--- config.mk ---
export PLATFORM = sky130hd
export DESIGN_NAME = crc8_frame_rx
export DESIGN_NICKNAME = d
export VERILOG_FILES = /design/src/rtl/crc8_frame_rx.sv
export SDC_FILE = /design/constraint.sdc
export NUM_CORES = 1
export LEC_CHECK = 0
export ABC_AREA = 0
export CAP_MARGIN = 15
export CORE_ASPECT_RATIO = 1.1
export CORE_MARGIN = 1
export CORE_UTILIZATION = 60
export DETAILED_ROUTE_END_ITERATION = 16
export PLACE_DENSITY = 0.84
export SYNTH_ARGS = -nofsm -noshare
export SYNTH_HDL_FRONTEND = slang
export SYNTH_SLANG_ARGS = --single-unit
--- constraint.sdc ---
create_clock -name clk -period 4 [get_ports clk]
set_input_delay 0.8 -clock clk [delete_from_list [all_inputs] [get_ports clk]]
set_output_delay 0.8 -clock clk [all_outputs]
set_load 0.01 [all_outputs]
--- src/rtl/crc8_frame_rx.sv ---
// 8N1 serial receiver that deframes fixed-length payload frames and checks a trailing CRC-8.
// Reports payload bytes, per-frame CRC result and a saturating error count.
module crc8_frame_rx #(
    parameter int unsigned CLK_HZ      = 50_000_000,
    parameter int unsigned BAUD        = 115200,
    parameter int unsigned PAYLOAD_LEN = 4,
    parameter logic [7:0]  POLY        = 8'h07,
    parameter logic [7:0]  CRC_INIT    = 8'h00
) (
    input  logic       clk,
    input  logic       rst_n,
    input  logic       rxd,
    output logic [7:0] data,
    output logic       data_valid,
    output logic       frame_done,
    output logic       crc_ok,
    output logic       frame_err,
    output logic [7:0] err_count,
    output logic       busy
);

    localparam int unsigned DIV  = CLK_HZ / BAUD;
    localparam int unsigned TMO  = 20 * DIV;
    localparam int unsigned TW   = $clog2(DIV + 1);
    localparam int unsigned GW   = $clog2(TMO + 1);
    localparam logic [TW-1:0] HALF_M1 = TW'(DIV / 2 - 1);
    localparam logic [TW-1:0] DIV_M1  = TW'(DIV - 1);
    localparam logic [GW-1:0] TMO_M1  = GW'(TMO - 1);
    localparam logic [7:0]    PLEN    = 8'(PAYLOAD_LEN);

    typedef enum logic [1:0] {StIdle, StStart, StData, StStop} state_e;

    state_e        state_q, state_d;
    logic          sync1_q, sync1_d, rxs_q, rxs_d, rxs_prev_q, rxs_prev_d;
    logic [TW-1:0] timer_q, timer_d;
    logic [2:0]    bit_q, bit_d;
    logic [7:0]    shift_q, shift_d, bc_q, bc_d, crc_q, crc_d;
    logic [GW-1:0] gap_q, gap_d;
    logic [7:0]    data_q, data_d, errc_q, errc_d;
    logic          dv_q, dv_d, fd_q, fd_d, ok_q, ok_d, fe_q, fe_d, busy_q, busy_d;
    logic          accept, abort, err_inc;

    function automatic logic [7:0] crc8_step(input logic [7:0] c, input logic [7:0] b);
        logic [7:0] r;
        r = c ^ b;
        for (int i = 0; i < 8; i++) begin
            r = r[7] ? ({r[6:0], 1'b0} ^ POLY) : {r[6:0], 1'b0};
        end
        return r;
    endfunction

    always_comb begin
        state_d    = state_q;
        sync1_d    = rxd;
        rxs_d      = sync1_q;
        rxs_prev_d = rxs_q;
        timer_d    = timer_q;
        bit_d      = bit_q;
        shift_d    = shift_q;
        bc_d       = bc_q;
        crc_d      = crc_q;
        gap_d      = gap_q;
        data_d     = data_q;
        errc_d     = errc_q;
        ok_d       = ok_q;
        busy_d     = busy_q;
        dv_d       = 1'b0;
        fd_d       = 1'b0;
        fe_d       = 1'b0;
        accept     = 1'b0;
        abort      = 1'b0;
        err_inc    = 1'b0;

        unique case (state_q)
            StIdle: begin
                // Edge needs a high prior sample, so a low line after a bad stop is ignored.
                if (rxs_prev_q && !rxs_q) begin
                    state_d = StStart;
                    timer_d = HALF_M1;
                end
            end
            StStart: begin
                if (timer_q == '0) begin
                    if (rxs_q) begin
                        state_d = StIdle;
                    end else begin
                        state_d = StData;
                        timer_d = DIV_M1;
                        bit_d   = 3'd0;
                    end
                end else begin
                    timer_d = timer_q - 1'b1;
                end
            end
            StData: begin
                if (timer_q == '0) begin
                    shift_d = {rxs_q, shift_q[7:1]};
                    timer_d = DIV_M1;
                    if (bit_q == 3'd7) state_d = StStop;
                    else bit_d = bit_q + 1'b1;
                end else begin
                    timer_d = timer_q - 1'b1;
                end
            end
            StStop: begin
                if (timer_q == '0) begin
                    state_d = StIdle;
                    if (rxs_q) begin
                        accept = 1'b1;
                    end else begin
                        fe_d    = 1'b1;
                        abort   = 1'b1;
                        err_inc = 1'b1;
                    end
                end else begin
                    timer_d = timer_q - 1'b1;
                end
            end
            default: state_d = StIdle;
        endcase

        if (accept) begin
            if (bc_q == PLEN) begin
                ok_d    = (shift_q == crc_q);
                fd_d    = 1'b1;
                err_inc = (shift_q != crc_q);
                bc_d    = 8'd0;
                crc_d   = CRC_INIT;
                busy_d  = 1'b0;
            end else begin
                data_d = shift_q;
                dv_d   = 1'b1;
                crc_d  = crc8_step(crc_q, shift_q);
                bc_d   = bc_q + 1'b1;
                busy_d = 1'b1;
            end
        end

        // Inter-byte gap watchdog; only counts between bytes of a started frame.
        if (busy_q && state_q == StIdle) begin
            if (gap_q == TMO_M1) begin
                gap_d   = '0;
                fe_d    = 1'b1;
                abort   = 1'b1;
                err_inc = 1'b1;
            end else begin
                gap_d = gap_q + 1'b1;
            end
        end else begin
            gap_d = '0;
        end

        if (abort) begin
            bc_d   = 8'd0;
            crc_d  = CRC_INIT;
            busy_d = 1'b0;
        end
        if (err_inc && errc_q != 8'hFF) errc_d = errc_q + 1'b1;
    end

    always_ff @(posedge clk or negedge rst_n) begin
        if (!rst_n) begin
            state_q    <= StIdle;
            sync1_q    <= 1'b1;
            rxs_q      <= 1'b1;
            rxs_prev_q <= 1'b1;
            timer_q    <= '0;
            bit_q      <= 3'd0;
            shift_q    <= 8'd0;
            bc_q       <= 8'd0;
            crc_q      <= CRC_INIT;
            gap_q      <= '0;
            data_q     <= 8'd0;
            errc_q     <= 8'd0;
            dv_q       <= 1'b0;
            fd_q       <= 1'b0;
            ok_q       <= 1'b0;
            fe_q       <= 1'b0;
            busy_q     <= 1'b0;
        end else begin
            state_q    <= state_d;
            sync1_q    <= sync1_d;
            rxs_q      <= rxs_d;
            rxs_prev_q <= rxs_prev_d;
            timer_q    <= timer_d;
            bit_q      <= bit_d;
            shift_q    <= shift_d;
            bc_q       <= bc_d;
            crc_q      <= crc_d;
            gap_q      <= gap_d;
            data_q     <= data_d;
            errc_q     <= errc_d;
            dv_q       <= dv_d;
            fd_q       <= fd_d;
            ok_q       <= ok_d;
            fe_q       <= fe_d;
            busy_q     <= busy_d;
        end
    end

    assign data       = data_q;
    assign data_valid = dv_q;
    assign frame_done = fd_q;
    assign crc_ok     = ok_q;
    assign frame_err  = fe_q;
    assign err_count  = errc_q;
    assign busy       = busy_q;

endmodule

* Word level (Yosys, flattened, before mapping)
Cells that the tools add are included.
** Word-level totals
- Register bits after elaboration :: 76
- Output and inout bits :: 21
** Operators by class
- Bitwise operators :: 10
- Eq/ne operators :: 18
- Reduce and logical (&&, ||, !) cells :: 14
- Multiplexer cells :: 52
- $add $sub $neg :: 5
** Operator list (count)
- $mux 8 :: 6
- $mux 9 :: 5
- $mux 3 :: 12
- $pmux 9 s4 :: 1
- $mux 14 :: 2
- $not 3->3 :: 8
- $mux 1 :: 18
- $add 8x1->8 const B :: 2
- $ne 2x2->1 const B :: 8
- $add 14x1->14 const B :: 1
- $eq 14x14->1 const B :: 1
- $mux 2 :: 6
- $reduce_and 5->1 :: 2
- $logic_not 9->1 :: 1
- $sub 9x1->9 const B :: 1
- $eq 8x3->1 const B :: 1
- $eq 8x8->1 :: 1
- $ne 8x8->1 :: 1
- $ne 8x8->1 const B :: 1
- $pmux 2 s4 :: 1
- $xor 8x8->8 :: 1
- $pmux 3 s2 :: 1
- $reduce_and 2->1 :: 3
- $eq 2x2->1 const B :: 2
- other kinds (10) :: 13

* Logic depth before layout (Yosys ltp)
- Depth in word-level cells :: 20
- Depth in mapped cells :: 9

* Least setup slack after synthesis
No wires, ideal clock.
- Path kind :: flip-flop to flip-flop
- Start :: reg bc_q[0]
- End :: reg errc_q[1] (netlist: err_count[1])
- Buffers on the path :: 0
- Slack :: 1.846 ns
- Cell stages (with the launch flop) :: 8
- Data arrival time :: 2.029 ns
- Setup time :: 0.125 ns
- Clock period less this slack :: 2.154 ns
- Cells stage by stage :: dfrtp_1 > inv_1 > ha_1 > or4b_4 > o21ai_4 > a41oi_4 > nor2_1 > mux2_2
** On the way
- Cells in the longest elaborated chain, start to end :: 6
** Ends and longest elaborated chain
- start: declaration :: RTL line 37 : logic [7:0] shift_q, shift_d, bc_q, bc_d, crc_q, crc_d;
- start signal: assignment :: RTL line 170 : bc_q <= 8'd0;
- start signal: assignment :: RTL line 188 : bc_q <= bc_d;
- $eq 8x3->1 * :: RTL line 123 : if (bc_q == PLEN) begin
- $mux 1 * :: RTL line 123
- $mux 1 * :: RTL line 122 : if (accept) begin
- $mux 1 :: RTL line 141 : if (gap_q == TMO_M1) begin
- $mux 1 * :: RTL line 140 : if (busy_q && state_q == StIdle) begin
- $logic_and 1x1->1 * :: RTL line 158 : if (err_inc && errc_q != 8'hFF) errc_d = errc_q + 1'b1;
- end signal: assignment :: RTL line 192 : errc_q <= errc_d;
- end: declaration :: RTL line 39 : logic [7:0] data_q, data_d, errc_q, errc_d;
Mark *: on every way between the ends. The rest lies on a longest branch, timed or not.
A chain may end at the register's enable or synchronous reset.

* Worst setup path in the final report
- Start :: reg timer_q[0]
- End :: reg bc_q[5]
** On the way
- Cells in the longest elaborated chain, start to end :: 6
** Ends and longest elaborated chain
- start: declaration :: RTL line 35 : logic [TW-1:0] timer_q, timer_d;
- start signal: assignment :: RTL line 185 : timer_q <= timer_d;
- $logic_not 9->1 * :: RTL line 106 : if (timer_q == '0) begin
- $mux 1 :: RTL line 106
- $mux 1 :: RTL line 74 : unique case (state_q)
- $mux 1 :: RTL line 141
- $mux 1 :: RTL line 140
- $mux 8 / $reduce_bool 2->1 (equally long branches)
Marked as above.

==> metrics.md <==
| Metric | Value |
|---|---|
| Cells after Synth | 364 |
| Area of the mapped netlist | 0.00391 sq mm |
| Nature of the critical path endpoint | flip-flop |
| Adder-cell share of the synthesized area | 0.0512 |
| EDFF count, synth | 0 |
| Clock root buffer | sky130_fd_sc_hd__clkbuf_8 |
| CP Launch Point | timer_q[0]$_DFFE_PN0P_ |
| Crit path max fanout | 16 |
| Layout cell share with drive strength beyond 1 | 0.122 |
| Maximum capacitance violations | 0 |
| Via count of the first global-routing pass | 2675 |
| Async set or reset register ratio after synthesis | 1.00 |
| Count leader, synth | sky130_fd_sc_hd__dfrtp_1 |
| Die Area | 0.00684 sq mm |
| Initial detailed-routing violation count | ~200 |
| First-pass DRT Iterations | 4 |
| Final weighted congestion of routability-driven global placement | ~0.84 |
| Multiplexer fraction of the synthesized cell area | 0.0461 |
| Worst IR Drop VDD | between 200 and 300 uV |
| Period utilization | 0.648 |
| Post-detailed-route DRC marker count | 0 |
| Clock buffers created by TritonCTS | 9 |
| Register bit count reported by yosys | 76 |
| Total power | roughly 2.0 mW |
| Drt total wl | 7450 um |
| Flip-flop cell with the highest count after synthesis | sky130_fd_sc_hd__dfrtp_1 |
| First-pass GRT wire length | 12400 um |
| Category of the critical setup timing path | flip-flop to flip-flop |
| Hold Buf Count CTS | 0 |
| Number of top-level design ports | 24 |
| Maximum clock insertion buffer count | 2 |
| Antenna violation net count after detailed routing | 0 |
| Top cells by area in the synthesized netlist | sky130_fd_sc_hd__dfrtp_1, sky130_fd_sc_hd__ha_1, sky130_fd_sc_hd__xnor2_1, sky130_fd_sc_hd__mux2_2, sky130_fd_sc_hd__xor2_1 |
| Vias/cell | between 5 and 6 |
| Buffers added on ports | 23 |
| Arrival time of data at the critical path endpoint | 2880 ps |
| Setup repair after global routing missed its margin | no |
| Vias after detailed routing | 2837 |
| Dominant cell type by area after synthesis | sky130_fd_sc_hd__dfrtp_1 |
| Fraction of post-synthesis cell area in the top cell type by area | 0.467 |
| GRT Overall Usage | 0.237 |
| Deepest level of the CTS H-tree | 3 |
| Clock latency on the worst-skew pair | around 360 ps |
| Power density relative to cell area | 448 mW/mm^2 |
| Startpoint of the worst register-to-register path | timer_q[0]$_DFFE_PN0P_ |
| Congestion Overflow GR | 0 |
| Post-synth top cells | sky130_fd_sc_hd__dfrtp_1, sky130_fd_sc_hd__o21ai_0, sky130_fd_sc_hd__nand2_1, sky130_fd_sc_hd__nor2_1, sky130_fd_sc_hd__xnor2_1 |
| Buffers inserted by post-CTS timing repair | 0 |
| Layout-stage area growth over the synthesis result | 11.8% |
| Number of synthesis warnings | 0 |
| FF-to-FF path depth | 7 |
| Class of the most critical hold timing path | flip-flop to flip-flop |
| Detailed placer's ending HPWL | 5100 um |
| Final critical delay including setup and external delays | 2590 ps |
| Synthesized area divided by synthesized cell count | 10.7 sq um |
| Number of nets in the synthesized netlist | 383 |
| Core Box Area | 0.00623 sq mm |
| Number of resized instances in the post-cts repair step | 0 |
| Total of endpoints with negative setup slack in the final report | 0 |
| Share of the synthesized area in compound gates (AO/OA/AOI/OAI) | 0.123 |
| Fill count | 480 |
| Number of antenna violations at the first check in global routing | 0 |
| Type of origin of the critical path | flip-flop |
| Pins over their slew limit | 0 |
| Final total negative setup slack | 0 ps |
| Xor and xnor area share after synthesis | 0.0954 |
| Antenna diode count | 0 |
| Number of cell rows | 30 |
| Unique masters post-synth | 56 |
| Synthesized-area fraction occupied by and/or/nand/nor cells | 0.175 |
| Die Wd | 79.0 um |
| Starting density of the core | 0.627 |
| Routed WL per cell | 15.7 um |
| Max-slew headroom at the worst pin | 0.209 |
| Outcome | completed |
| Static power due to leakage | 1.93 nW |
| Die boundary height | ~87 um |
| Dominant combinational cell family by area after synthesis | simple AND/OR/NAND/NOR gates |
| Post-synthesis sequential area ratio | 0.488 |
| Endpoint of the most critical setup path | bc_q[5]$_DFFE_PN0P_ |
| Slew at the pin with the worst max-slew slack | 1190 ps |
| Flop2flop setup slack | 1410 ps |
| CTS tree | yes |
| Endpoint of the worst-slack reg-to-reg timing path | bc_q[5]$_DFFE_PN0P_ |
| Worst endpoint required time | approximately 4300 ps |
| NumNets Final | 409 |
| Clock-pin slew of the registers on the worst-case setup and hold paths | 80 ps |
| Fmax achieved | 386 MHz |
| Total count of hold-check failures in the final report | 0 |
| Clock sink count | 76 |
| Clock skew after layout | between 10 and 15 ps |
| Pin count of the biggest net entering global routing | 77 |
[state kept, by name, summed over array words and instances, names as in the netlist, 3 cells and up, named ones only]
name,count
bc_q,8
bit_q,3
crc_q,8
data,8
err_count,8
gap_q,14
shift_q,8
timer_q,9
[final cells by class]
class	count	area [sq um]	area share
clock buffers	10	128	0.0292
clock inverters	6	38.8	0.00888
inverters	14	52.6	0.0120
multi-input cells	266	1920	0.439
flip-flops and latches	76	1910	0.436
well taps	80	100	0.0229
repair buffers	23	228	0.0521
[stage by stage]
| stage | utilization | setup WS, ps | hold WS (ps) | instances | instance area [sq um] |
|---|---|---|---|---|---|
| floorplan | - | 1850 | 345 | 364 | 3910 |
| global placement | 0.674 | 1640 | 346 | 459 | 4200 |
| detailed placement | 0.674 | 1470 | 349 | 459 | 4200 |
| CTS | 0.701 | 1430 | 358 | 475 | 4370 |
| global route | 0.701 | 1280 | 360 | 475 | 4370 |
| finish | 0.701 | 1410 | 357 | 475 | 4370 |
[where the power goes]
group	internal [mW]	leakage [nW]	total, mW	switching, mW
clock	0.224	0.0824	0.512	0.288
combinational	0.208	0.816	0.531	0.323
sequential	0.834	1.03	0.914	0.0806
total	1.27	1.93	1.96	0.691
[routing by layer]
layer | up-vias | global-route usage | part of all wire
met1 | 1415 | 0.306 | 0.45
li1 | 1356 | - | -
met3 | 14 | 0.0537 | 0.031
met5 | - | 0 | 0
met4 | 0 | 0.109 | 0.020
met2 | 52 | 0.383 | 0.50
[how the worst min path moves through the flow]
stage / startpoint / end / slack [ps] / depth (start not counted)
finish: rxs_d$_DFF_PN1_ / rxs_prev_d$_DFF_PN1_ / 360 / 0
detailed placement: rxs_d$_DFF_PN1_ / rxs_prev_d$_DFF_PN1_ / 350 / 0
global placement: rxs_d$_DFF_PN1_ / rxs_prev_d$_DFF_PN1_ / 350 / 0
global route: rxs_d$_DFF_PN1_ / rxs_prev_d$_DFF_PN1_ / 360 / 0
CTS: rxs_d$_DFF_PN1_ / rxs_prev_d$_DFF_PN1_ / 360 / 0
floorplan: rxs_d$_DFF_PN1_ / rxs_prev_d$_DFF_PN1_ / 350 / 0
[worst max-delay path, cell delays in order (launching register included)]
cell                      delay [ps]
sky130_fd_sc_hd__dfrtp_1         380
sky130_fd_sc_hd__inv_1            90
sky130_fd_sc_hd__ha_1            190
sky130_fd_sc_hd__nor4b_2         180
sky130_fd_sc_hd__and2_1          270
sky130_fd_sc_hd__a21oi_1         970
sky130_fd_sc_hd__o21ai_0         300
sky130_fd_sc_hd__o21ai_1         130
[logic make-up after synthesis]
family	after synthesis
fa+ha+maj	16
mux	16
simple gates	122
flops	76
buf+inv	22
xor+xnor	41
compound gates	71
[cells in the final DEF (no fill, tap or decap), types with 9 or more instances in the layout]
cell type and count:
sky130_fd_sc_hd__dfrtp_1 73, sky130_fd_sc_hd__o21ai_0 31, sky130_fd_sc_hd__nand2_1 27, sky130_fd_sc_hd__nor2_1 27, sky130_fd_sc_hd__xnor2_1 22, sky130_fd_sc_hd__clkdlybuf4s50_1 22
sky130_fd_sc_hd__xor2_1 18, sky130_fd_sc_hd__nand3_1 16, sky130_fd_sc_hd__mux2_2 16, sky130_fd_sc_hd__ha_1 16, sky130_fd_sc_hd__inv_1 14, sky130_fd_sc_hd__and3_1 10
sky130_fd_sc_hd__a21oi_1 10, sky130_fd_sc_hd__clkbuf_8 9
No activity file was read; power rests on OpenSTA's default activity.
